**src/rtl/sram_stage_scheduler.sv**
```systemverilog
// sram_stage_scheduler: top-level sequencer for the decompressor.
// Runs UART load -> milestone 2 -> milestone 1 -> display, hands the single
// SRAM port to the active stage only, and traps hung stages with a watchdog.
module sram_stage_scheduler #(
  parameter logic [23:0] TIMEOUT_CYCLES = 24'd4000000,
  parameter int          GAP_CYCLES     = 2
) (
  input  logic        CLOCK_50_I,
  input  logic        Resetn,
  input  logic        go_i,
  input  logic        uart_finish,
  input  logic        m2_finish,
  input  logic        m1_finish,
  input  logic [17:0] uart_address,
  input  logic [17:0] m2_address,
  input  logic [17:0] m1_address,
  input  logic [17:0] vga_address,
  input  logic [15:0] uart_write_data,
  input  logic [15:0] m2_write_data,
  input  logic [15:0] m1_write_data,
  input  logic        uart_we_n,
  input  logic        m2_we_n,
  input  logic        m1_we_n,
  output logic        uart_start,
  output logic        m2_start,
  output logic        m1_start,
  output logic [17:0] SRAM_address,
  output logic [15:0] SRAM_write_data,
  output logic        SRAM_we_n,
  output logic [2:0]  stage_o,
  output logic        done_o,
  output logic        timeout_error
);

  typedef enum logic [2:0] {
    S_IDLE = 3'd0,
    S_UART = 3'd1,
    S_GAP1 = 3'd2,
    S_M2   = 3'd3,
    S_GAP2 = 3'd4,
    S_M1   = 3'd5,
    S_DONE = 3'd6,
    S_ERR  = 3'd7
  } state_t;

  // Gap counter counts down from GAP_CYCLES-1 to 0, giving GAP_CYCLES idle cycles.
  localparam logic [2:0]  GAP_LOAD = 3'(GAP_CYCLES - 1);
  localparam logic [23:0] WD_LAST  = TIMEOUT_CYCLES - 24'd1;

  state_t      state;
  logic        go_q;
  logic        go_edge;
  logic        owner_finish;
  logic        wd_expired;
  logic [23:0] watchdog;
  logic [2:0]  gap_cnt;

  assign go_edge    = go_i & ~go_q;
  assign wd_expired = (watchdog == WD_LAST);
  assign stage_o    = state;

  // Finish is accepted only from the current owner and never in its start cycle,
  // so a stage always owns the bus for at least two cycles.
  always_comb begin
    owner_finish = 1'b0;
    case (state)
      S_UART:  owner_finish = uart_finish & ~uart_start;
      S_M2:    owner_finish = m2_finish & ~m2_start;
      S_M1:    owner_finish = m1_finish & ~m1_start;
      default: owner_finish = 1'b0;
    endcase
  end

  // Sequencer: stage stepping, start pulses, gap timing and watchdog.
  always_ff @(posedge CLOCK_50_I or negedge Resetn) begin
    if (!Resetn) begin
      state         <= S_IDLE;
      go_q          <= 1'b0;
      uart_start    <= 1'b0;
      m2_start      <= 1'b0;
      m1_start      <= 1'b0;
      done_o        <= 1'b0;
      timeout_error <= 1'b0;
      watchdog      <= 24'd0;
      gap_cnt       <= 3'd0;
    end else begin
      go_q       <= go_i;
      uart_start <= 1'b0;
      m2_start   <= 1'b0;
      m1_start   <= 1'b0;
      case (state)
        S_IDLE, S_DONE: begin
          if (go_edge) begin
            state      <= S_UART;
            uart_start <= 1'b1;
            watchdog   <= 24'd0;
            done_o     <= 1'b0;
          end
        end
        S_UART, S_M2, S_M1: begin
          // A finish in the same cycle as expiry still completes the stage.
          if (owner_finish) begin
            case (state)
              S_UART: begin
                state   <= S_GAP1;
                gap_cnt <= GAP_LOAD;
              end
              S_M2: begin
                state   <= S_GAP2;
                gap_cnt <= GAP_LOAD;
              end
              default: begin
                state  <= S_DONE;
                done_o <= 1'b1;
              end
            endcase
          end else if (wd_expired) begin
            state         <= S_ERR;
            timeout_error <= 1'b1;
          end else begin
            watchdog <= watchdog + 24'd1;
          end
        end
        S_GAP1: begin
          if (gap_cnt == 3'd0) begin
            state    <= S_M2;
            m2_start <= 1'b1;
            watchdog <= 24'd0;
          end else begin
            gap_cnt <= gap_cnt - 3'd1;
          end
        end
        S_GAP2: begin
          if (gap_cnt == 3'd0) begin
            state    <= S_M1;
            m1_start <= 1'b1;
            watchdog <= 24'd0;
          end else begin
            gap_cnt <= gap_cnt - 3'd1;
          end
        end
        default: begin
          // ERR is terminal until reset; the bus stays idle.
          state <= S_ERR;
        end
      endcase
    end
  end

  // Bus mux: only the owning stage drives SRAM; display is read-only.
  always_comb begin
    SRAM_address    = 18'd0;
    SRAM_write_data = 16'd0;
    SRAM_we_n       = 1'b1;
    case (state)
      S_UART: begin
        SRAM_address    = uart_address;
        SRAM_write_data = uart_write_data;
        SRAM_we_n       = uart_we_n;
      end
      S_M2: begin
        SRAM_address    = m2_address;
        SRAM_write_data = m2_write_data;
        SRAM_we_n       = m2_we_n;
      end
      S_M1: begin
        SRAM_address    = m1_address;
        SRAM_write_data = m1_write_data;
        SRAM_we_n       = m1_we_n;
      end
      S_DONE: begin
        SRAM_address = vga_address;
      end
      default: begin
        SRAM_address    = 18'd0;
        SRAM_write_data = 16'd0;
        SRAM_we_n       = 1'b1;
      end
    endcase
  end

endmodule

```
**config.mk**
```make
export PLATFORM = sky130hd
export DESIGN_NAME = sram_stage_scheduler
export DESIGN_NICKNAME = d
export VERILOG_FILES = /design/src/rtl/sram_stage_scheduler.sv
export SDC_FILE = /design/constraint.sdc
export NUM_CORES = 1
export LEC_CHECK = 0
export ABC_AREA = 0
export BUFFER_PORTS_ARGS = -buffer_cell sky130_fd_sc_hd__buf_2
export CAP_MARGIN = 20
export CORE_MARGIN = 2
export CORE_UTILIZATION = 35
export DETAILED_ROUTE_END_ITERATION = 10
export GPL_ROUTABILITY_DRIVEN = 0
export HOLD_SLACK_MARGIN = 0.02
export PLACE_DENSITY = 0.66
export SYNTH_ARGS = -nofsm -noshare
export SYNTH_HDL_FRONTEND = slang
export SYNTH_SLANG_ARGS = --single-unit
```
**constraint.sdc**
```tcl
create_clock -name CLOCK_50_I -period 3.55 [get_ports CLOCK_50_I]
set_input_delay 0.5325 -clock CLOCK_50_I [delete_from_list [all_inputs] [get_ports CLOCK_50_I]]
set_output_delay 0.5325 -clock CLOCK_50_I [all_outputs]
set_load 0.02 [all_outputs]
```
==> out/results.tsv, run 1 <==
metric	value	unit
critPathRequiredTime	3.02	ns
switching_share	52.49	%
max-vdd-ir-drop	0.0003307	V
n_antenna_cell	0	
yosys.cell_types.count	64	
fmax	333.4	MHz
combinationalPowerShare	69.7	%
die_w	96.59	um
cts_tree	done	
post_drt_wl_per_cell	16.87	um
min_period	2.999	ns
drc	0	
nNetsFinal	642	
cp_cell_sequence	inv_1 -> and3_1 -> a221o_1 -> buf_2	
power	0.002802	W
ant_nets	0	
dr.pass1.iters	5	
cts_setup_buffers	0	
grt_use_total	22.10	%
critPathBufInv	2	
clk_latency	0.29	ns
outcome	complete, no violations	
htreeDepth	2	
slowest_delay	0.68	ns
power.leakage	2.012	nW
synth-warning-count	0	
rsz0062_at_grt	no	
drv_slew	0	
antenna_found_initial	0	
p_sw	0.001471	W
overflow	0	
ys_ff_latch	36	
worstMarginPinSlew	0.8783	ns
synth.most_common_cell	nor2_1	
layout-drive-gt1-share	38.75	%
clockRootBuffer	clkbuf_8	
async_flop_share	100.0	%
dieArea	9329	um^2
place_inst	608	
setup_viol	0	
min_path_type	in -> async	
synthDominantCellAreaShare	30.03	%
synth_nets	482	
cp_max_fo	23	
internal_power	0.001331	W
slew_headroom	40.91	%
clkTransAtPathRegs	0.08	ns
ff_latch_area	900.9	um^2
clock_sinks	36	
fillers	825	
grt_pass1_wl	16.19	mm
drv_cap	0	
via_per_inst	5.765	
p_seq_share	19.3	%
core_area	8258	um^2
syn_area_per_cell	8.573	um^2
p_clk_share	11.0	%
crit_path_start_kind	register	
hold_violations	0	
yosys-top-cells-area	dfrtp_1, a221o_1, mux2i_1	
slowest_stage	and3_1	
synth_edf_count	0	
grt_pass1_vias	3345	
port_buffers	171	
syn_to_final_growth	33.44	%
drt_iter0_drc	300	
final_core_util	48.48	%
synth_area	3000	um^2
power_density	699.7	nW/um^2
yosysTopAreaCell	dfrtp_1	
start_util	36.33	%
post-route-period-util	84.48	%
grt_max_degree	37	
critPathCaptureType	output port	
wl	10.39	mm
arrival	2.47	ns
yosysSeqAreaShare	30.03	%
num_rows	33	
vias	3551	
setup_tns	0	ns
synth_flop_cell	dfrtp_1	
cts_hold_buf	0	
cts_resized	0	
cts_buffer_depth	2	
layout.cells.non_filler	616	
cts_buffers	5	
die_h	96.59	um
synth_cells	350	
io-pin-count	172	
path_class	reg -> out	
multiInputGateArea	1932	um^2
path_delay_family	buffers and inverters	
dpl.hpwl	7.958	mm
synth.top_cells.by_count	nor2_1, dfrtp_1, a221o_1	
clock_skew	0.009133	ns
==> final cells by class <==
class                   count  share of cell area, %
clock buffers               8                  2.250
inverters                  11                  1.031
multi-input cells         278                  48.25
flip-flops and latches     36                  22.50
well taps                 105                  3.281
repair buffers            178                  22.69
==> cells in the final DEF, fill, tap and decap left out, types with 3 or more instances in the layout <==
cell       netlist  layout
a211oi_1         3       3
a21o_1           3       3
a21oi_1         23      23
a221o_1         26      26
a22o_1          19      19
a2bb2oi_1        3       3
a31oi_1          5       5
and3_1           7       7
and4_1           4       4
buf_2            8     171
buf_4            2       7
clkbuf_8         0       6
dfrtp_1         36      36
ha_1             3       3
inv_1           11      11
mux2i_1         17      17
nand2_1         16      16
nand2b_1         3       3
nand3_1         10      10
nand3b_1         3       3
nand4_1          6       6
nor2_1          43      43
nor3_1          15      15
nor4_1           4       4
nor4b_1          3       3
o21ai_0         10      10
o21ai_1          3       3
o31ai_1          7       7
or4_1            3       3
==> registers in the layout, indices dropped and copies added, names as in the netlist <==
signal / flops
uart_start: 1
go_q: 1
watchdog: 24
gap_cnt: 3
m1_start: 1
timeout_error: 1
m2_start: 1
stage_o: 3
done_o: 1
==> per-stage QoR <==
step / instance area (um^2) / setup slack, ns / hold WS [ns]
final: 4004 / 0.5509 / 0.3250
after global routing: 4004 / 0.3904 / 0.3716
after CTS: 4004 / 0.5799 / 0.3603
after detailed placement: 3914 / 0.8899 / 0.4805
after global placement: 3914 / 0.9431 / 0.4789
after floorplan: 3000 / 1.272 / 0.2369
==> final timing paths <==
| check | startpoint | endpoint | slack, ns | cells after the start |
|---|---|---|---|---|
| min reg2reg | timeout_error | timeout_error | 0.49 | 1 |
| max in group asynchronous | Resetn | watchdog[2] | 2.70 | 1 |
| max reg2reg | stage_o[0] | watchdog[18] | 0.85 | 5 |
| max | stage_o[0] | SRAM_address[7] | 0.55 | 4 |
| min | Resetn | watchdog[17] | 0.32 | 1 |
| min in group CLOCK_50_I | go_i | go_q | 0.37 | 1 |
==> layer usage <==
layer,global-route usage [%],routed length (um)
met1,29.50,4543
met2,37.33,4973
met3,4.112,753
met4,4.812,121
met5,0,0
==> worst register-to-register path: stages, from the launching register on <==
cell and delay, ns:
dfrtp_1 0.55, inv_1 0.40, nand3_1 0.35, nand4_2 0.37, a211o_1 0.51, a221o_1 0.40
==> cell families after synthesis <==
kind of cell / count (synthesis) / share of synthesized area (%)
XOR/XNOR: 1 / 0.5423
adder cells (fa/ha/maj): 3 / 1.251
AND/OR/NAND/NOR: 134 / 25.40
AO/OA/AOI/OAI: 122 / 31.15
buffers and inverters: 36 / 5.588
multiplexers: 18 / 6.047
flip-flops: 36 / 30.02
==> power groups by stage <==
stage	Clock (W)	Sequential [W]	Combinational, W
floorplan	0	0.000552	0.00142
global placement	0	0.000539	0.00190
detailed placement	0	0.000545	0.00194
CTS	0.000312	0.000538	0.00194
global route	0.000333	0.000548	0.00211
finish	0.000308	0.000540	0.00195
No activity file was read; power rests on OpenSTA's default activity.
==> inputs of run 2 (changes only) <==
--- a/config.mk
+++ b/config.mk
@@ -13,7 +13,7 @@
 export DETAILED_ROUTE_END_ITERATION = 10
 export GPL_ROUTABILITY_DRIVEN = 0
 export HOLD_SLACK_MARGIN = 0.02
-export PLACE_DENSITY = 0.66
+export PLACE_DENSITY = 0.69
 export SYNTH_ARGS = -nofsm -noshare
 export SYNTH_HDL_FRONTEND = slang
 export SYNTH_SLANG_ARGS = --single-unit
==> constraint.sdc (replaced) <==
create_clock -name CLOCK_50_I -period 2.43 [get_ports CLOCK_50_I]
set_input_delay 0.3645 -clock CLOCK_50_I [delete_from_list [all_inputs] [get_ports CLOCK_50_I]]
set_output_delay 0.3645 -clock CLOCK_50_I [all_outputs]
set_load 0.02 [all_outputs]
==> out/results.tsv, run 2 (same netlist as run 1, synthesis figures left out) <==
metric	value	unit	change
drv_cap	0		unchanged
vias	3564		+0.37%
cts_tree	done		
fin_hold_ws	0.1684	ns	-0.1566 ns
cts_buffers	5		unchanged
clkTransAtPathRegs	0.08	ns	about the same
fin_ws	0.1441	ns	-0.4068 ns
start_util	36.33	%	unchanged
overflow	0		unchanged
die_w	96.59	um	unchanged
min_period	2.286	ns	
final_common_cell	buf_2		
wl	10.12	mm	-2.7%
wl_met1	4.275	mm	-5.9%
antenna_found_initial	0		unchanged
die_h	96.59	um	unchanged
dr.pass1.iters	5		unchanged
setup_tns	0	ns	unchanged
htreeDepth	2		unchanged
io-pin-count	172		unchanged
cts_setup_buffers	0		unchanged
via_per_inst	5.684		-1.4%
grt_pass1_vias	3355		+0.30%
path_class	reg -> out		
met2_length	4.872	mm	-2.0%
core_area	8258	um^2	unchanged
ant_nets	0		unchanged
largest_reg_flops	24		unchanged
cts_resized	0		unchanged
post-route-period-util	94.07	%	
grt_pass1_wl	15.79	mm	-2.5%
arrival	1.92	ns	-0.55 ns
grt_use_total	21.39	%	-0.71 points
cp_max_fo	12		-48%
clock_skew	0.01381	ns	+0.004680 ns
drt_iter0_drc	391		+30%
hold_violations	0		unchanged
final_cell_mix	buf_2, nor2_1, dfrtp_1		
syn_to_final_growth	36.28	%	
grt_max_degree	37		unchanged
critPathRequiredTime	2.07	ns	-0.95 ns
cts_hold_buf	0		unchanged
topRoutingLayerUsed	met4		
power.leakage	2.068	nW	+2.8%
rsz0062_at_grt	no		
layout.cells.non_filler	627		+1.8%
port_buffers	171		unchanged
drv_slew	0		unchanged
outcome	complete, no violations		
ff2ff_setup_slack	0.22	ns	-0.63 ns
ff2ff_path_depth	6		+1
critPathCaptureType	output port		
clock_sinks	36		unchanged
clk_latency	0.29	ns	about the same
n_antenna_cell	0		unchanged
max-vdd-ir-drop	0.0004680	V	+42%
setup_viol	0		unchanged
clockRootBuffer	clkbuf_8		
r2r-start	stage_o[1]		
crit_path_start_kind	register		
cts_buffer_depth	2		unchanged
dieArea	9329	um^2	unchanged
drc	0		unchanged
pre_cts_ws	0.2428	ns	-0.6471 ns
num_rows	33		unchanged
dpl.hpwl	7.761	mm	-2.5%
regMostFlops	watchdog		
place_inst	620		+2.0%
min_path_type	in -> async		
worstMarginPinSlew	0.8309	ns	-0.04741 ns
slew_headroom	44.61	%	+3.7 points
layout-drive-gt1-share	40.61	%	+1.9 points
fmax	437.5	MHz	
power_density	1022	nW/um^2	+46%
nNetsFinal	654		+1.9%
r2r_end	watchdog[19]		
dr_wl_met3	723	um	-4.0%
post_drt_wl_per_cell	16.13	um	-4.4%
-- run 2: worst max-delay path by stage --
stage,to,depth (start not counted),start
2_1_floorplan,SRAM_address[11],6,stage_o[0]
3_3_place_gp,watchdog[15],6,watchdog[1]
3_5_place_dp,watchdog[20],6,watchdog[0]
4_1_cts,SRAM_address[10],4,stage_o[0]
5_1_grt,SRAM_address[12],5,stage_o[0]
6_report,SRAM_address[7],5,stage_o[0]
-- run 2: worst max-delay path, cell delays in order, from the launching register on --
cell     delay [ns]
dfrtp_1        0.48
nor3b_4        0.44
buf_4          0.27
a22o_1         0.15
a221o_1        0.12
buf_2          0.17
-- run 2: per-stage QoR --
| step | area, um^2 | total power [W] | util [%] |
|---|---|---|---|
| 3_5_place_dp | 4004 | 0.003759 | 48.48 |
| 5_1_grt | 4089 | 0.004514 | 49.52 |
| 2_1_floorplan | 3000 | 0.002885 | - |
| 4_1_cts | 4081 | 0.004173 | 49.42 |
| 6_report | 4089 | 0.004181 | 49.52 |
| 3_3_place_gp | 4004 | 0.003705 | 48.48 |
-- run 2: cell type report --
cell class	count	area (um^2)
Clock buffer	6	72.57
Clock inverter	1	5.005
Fill cell	799	4169
Inverter	11	41.29
Multi-Input combinational cell	278	1936
Sequential cell	36	900.9
Tap cell	105	131.4
Timing Repair Buffer	190	1002
-- run 2: layer usage --
| layer | vias to the layer above | track usage (%) |
|---|---|---|
| li1 | 1716 | - |
| met1 | 1641 | 27.06 |
| met2 | 178 | 36.86 |
| met3 | 29 | 3.258 |
| met4 | 0 | 7.864 |
| met5 | - | 0 |
-- run 2: power breakdown --
part / leakage, nW / switching [W] / internal (W)
Clock: 0.0410 / 0.000213 / 0.000195
Sequential: 0.481 / 0.0000923 / 0.000685
Combinational: 1.55 / 0.00185 / 0.00114
Total: 2.07 / 0.00216 / 0.00202
==> inputs of run 3 (changes only) <==
--- a/config.mk
+++ b/config.mk
@@ -8,12 +8,13 @@
 export ABC_AREA = 0
 export BUFFER_PORTS_ARGS = -buffer_cell sky130_fd_sc_hd__buf_2
 export CAP_MARGIN = 20
+export CELL_PAD_IN_SITES_DETAIL_PLACEMENT = 0
+export CELL_PAD_IN_SITES_GLOBAL_PLACEMENT = 1
 export CORE_MARGIN = 2
-export CORE_UTILIZATION = 35
+export CORE_UTILIZATION = 28
 export DETAILED_ROUTE_END_ITERATION = 10
 export GPL_ROUTABILITY_DRIVEN = 0
-export HOLD_SLACK_MARGIN = 0.02
-export PLACE_DENSITY = 0.69
+export PLACE_DENSITY_LB_ADDON = 0.1
 export SYNTH_ARGS = -nofsm -noshare
 export SYNTH_HDL_FRONTEND = slang
 export SYNTH_SLANG_ARGS = --single-unit
==> out/results.tsv, run 3 (same netlist as run 1, synthesis figures left out) <==
metric	value	unit	change
worstMarginPinSlew	0.8990	ns	+0.06818 ns
p_clk_share	12.1	%	+2.3 points
nNetsFinal	659		+0.76%
use_met1	23.78	%	-3.3 points
grt_max_degree	37		unchanged
grt_pass1_vias	3347		-0.24%
pre_cts_ws	0.1875	ns	-0.05530 ns
cts_buffer_depth	2		unchanged
path_class	reg -> out		
hold_violations	0		unchanged
wl	10.92	mm	+8.0%
critPathRequiredTime	2.07	ns	about the same
clock_skew	0.008917	ns	-0.004896 ns
power_density	1059	nW/um^2	+3.6%
grt_pass1_wl	16.86	mm	+6.8%
htreeDepth	2		unchanged
power.leakage	2.121	nW	+2.6%
io-pin-count	172		unchanged
dpl.hpwl	8.284	mm	+6.7%
place_inst	654		+5.5%
regMostFlops	watchdog		
grtUsageMet3	2.603	%	-0.66 points
core_area	10370	um^2	+26%
clkTransAtPathRegs	0.08	ns	about the same
antenna_found_initial	0		unchanged
grt_use_total	18.33	%	-3.1 points
drc	0		unchanged
setup_viol	0		unchanged
max-vdd-ir-drop	0.0004186	V	-11%
port_buffers	171		unchanged
busiest_layer	met2		
p_sw	0.002258	W	+4.6%
drt_iter0_drc	198		-49%
start_util	28.93	%	-7.4 points
fmax	421.9	MHz	-3.6%
critPathCaptureType	output port		
cts_buffers	5		unchanged
power	0.004487	W	+7.3%
min_period	2.370	ns	+0.08440 ns
post-route-period-util	97.54	%	+3.5 points
cts_tree	done		
final_cell_mix	buf_2, nor2_1, dfrtp_1		
outcome	complete, no violations		
p_seq_share	17.3	%	-1.3 points
die_h	107.5	um	+11%
fin_ws	0.05970	ns	-0.08440 ns
min_path_type	in -> async		
syn_to_final_growth	41.24	%	
clockRootBuffer	clkbuf_8		
vias	3554		-0.28%
ant_nets	0		unchanged
internal_power	0.002229	W	+10%
via_per_inst	5.352		-5.8%
ff2ff_path_depth	6		unchanged
combinationalPowerShare	70.6	%	-1.0 points
cp_max_fo	18		+6
overflow	0		unchanged
n_antenna_cell	0		unchanged
drv_slew	0		unchanged
switching_share	50.33	%	-1.3 points
num_rows	37		+12%
layout-drive-gt1-share	41.67	%	+1.1 points
drv_cap	0		unchanged
met2_usage	32.79	%	-4.1 points
final_common_cell	buf_2		
crit_path_start_kind	register		
dr.pass1.iters	5		unchanged
largest_reg_flops	24		unchanged
clock_sinks	36		unchanged
arrival	2.01	ns	+0.09 ns
die_w	107.5	um	+11%
post_drt_wl_per_cell	16.45	um	+2.0%
layout.cells.non_filler	664		+5.9%
fillers	1085		+36%
clk_latency	0.30	ns	about the same
slew_headroom	39.84	%	-4.8 points
dieArea	11560	um^2	+24%
-- run 3: cell count changes in the layout (fill, tap and decap cells not counted), moves of 2 or more --
cell,change
buf_12,+2
dfrtp_1,-2
buf_4,+3
dfrtp_2,+2
-- run 3: per-stage QoR --
step | hold WS [ns] | instance area (um^2) | utilization [%] | setup TNS [ns]
2_1_floorplan | 0.06891 | 3000 | - | 0
3_3_place_gp | 0.4575 | 4090 | 39.44 | 0
4_1_cts | 0.1891 | 4203 | 40.53 | 0
5_1_grt | 0.1786 | 4238 | 40.87 | -0.002795
3_5_place_dp | 0.4600 | 4090 | 39.44 | 0
6_report | 0.1652 | 4238 | 40.87 | 0
-- run 3: worst max-delay path, stage by stage (launching register included) --
cell and delay, ns:
dfrtp_2 0.46, buf_12 0.17, and3b_1 0.20, buf_4 0.21
a22o_1 0.25, a221o_1 0.26, buf_2 0.16
-- run 3: layout make-up --
cell class                 count  area, um^2  area share, %
timing repair buffer         195        1079          25.45
inverter                      11       41.29         0.9743
clock inverter                 3       42.54          1.004
tap                          136       170.2          4.015
multi-input combinational    278        1933          45.62
clock buffer                   5       68.82          1.624
sequential                    36       903.4          21.32
-- run 3: path summary, 6_finish.rpt --
path                               endpoint  slack, ns          start
min in group CLOCK_50_I                go_q       0.19           go_i
setup / recovery           SRAM_address[13]       0.06     stage_o[1]
hold / removal                 watchdog[18]       0.17         Resetn
max in group asynchronous        stage_o[1]       1.68         Resetn
setup reg to reg               watchdog[22]       0.15     stage_o[2]
hold reg to reg               timeout_error       0.47  timeout_error
-- run 3: repair_timing --
| item | CTS | global route |
|---|---|---|
| setup endpoints to repair | 18 | 15 |
| hold buffers | 0 | 0 |
| hold endpoints to repair | 0 | 0 |
| setup buffers | 0 | 1 |
| cloned | 0 | 1 |
| gates resized for setup | 1 | 2 |
-- run 3: power by group through the flow --
stage | Sequential, W | Clock (W) | Combinational [W]
2_1_floorplan | 0.000806 | 0 | 0.00208
3_3_place_gp | 0.000780 | 0 | 0.00313
3_5_place_dp | 0.000784 | 0 | 0.00313
4_1_cts | 0.000775 | 0.000554 | 0.00313
5_1_grt | 0.000791 | 0.000583 | 0.00344
6_report | 0.000777 | 0.000541 | 0.00317
-- run 3: layer usage --
| metal | up-vias | routed length, um |
|---|---|---|
| met1 | 1688 | 4782 |
| li1 | 1728 | - |
| met5 | - | 0 |
| met2 | 131 | 5451 |
| met4 | 0 | 56 |
| met3 | 7 | 630 |
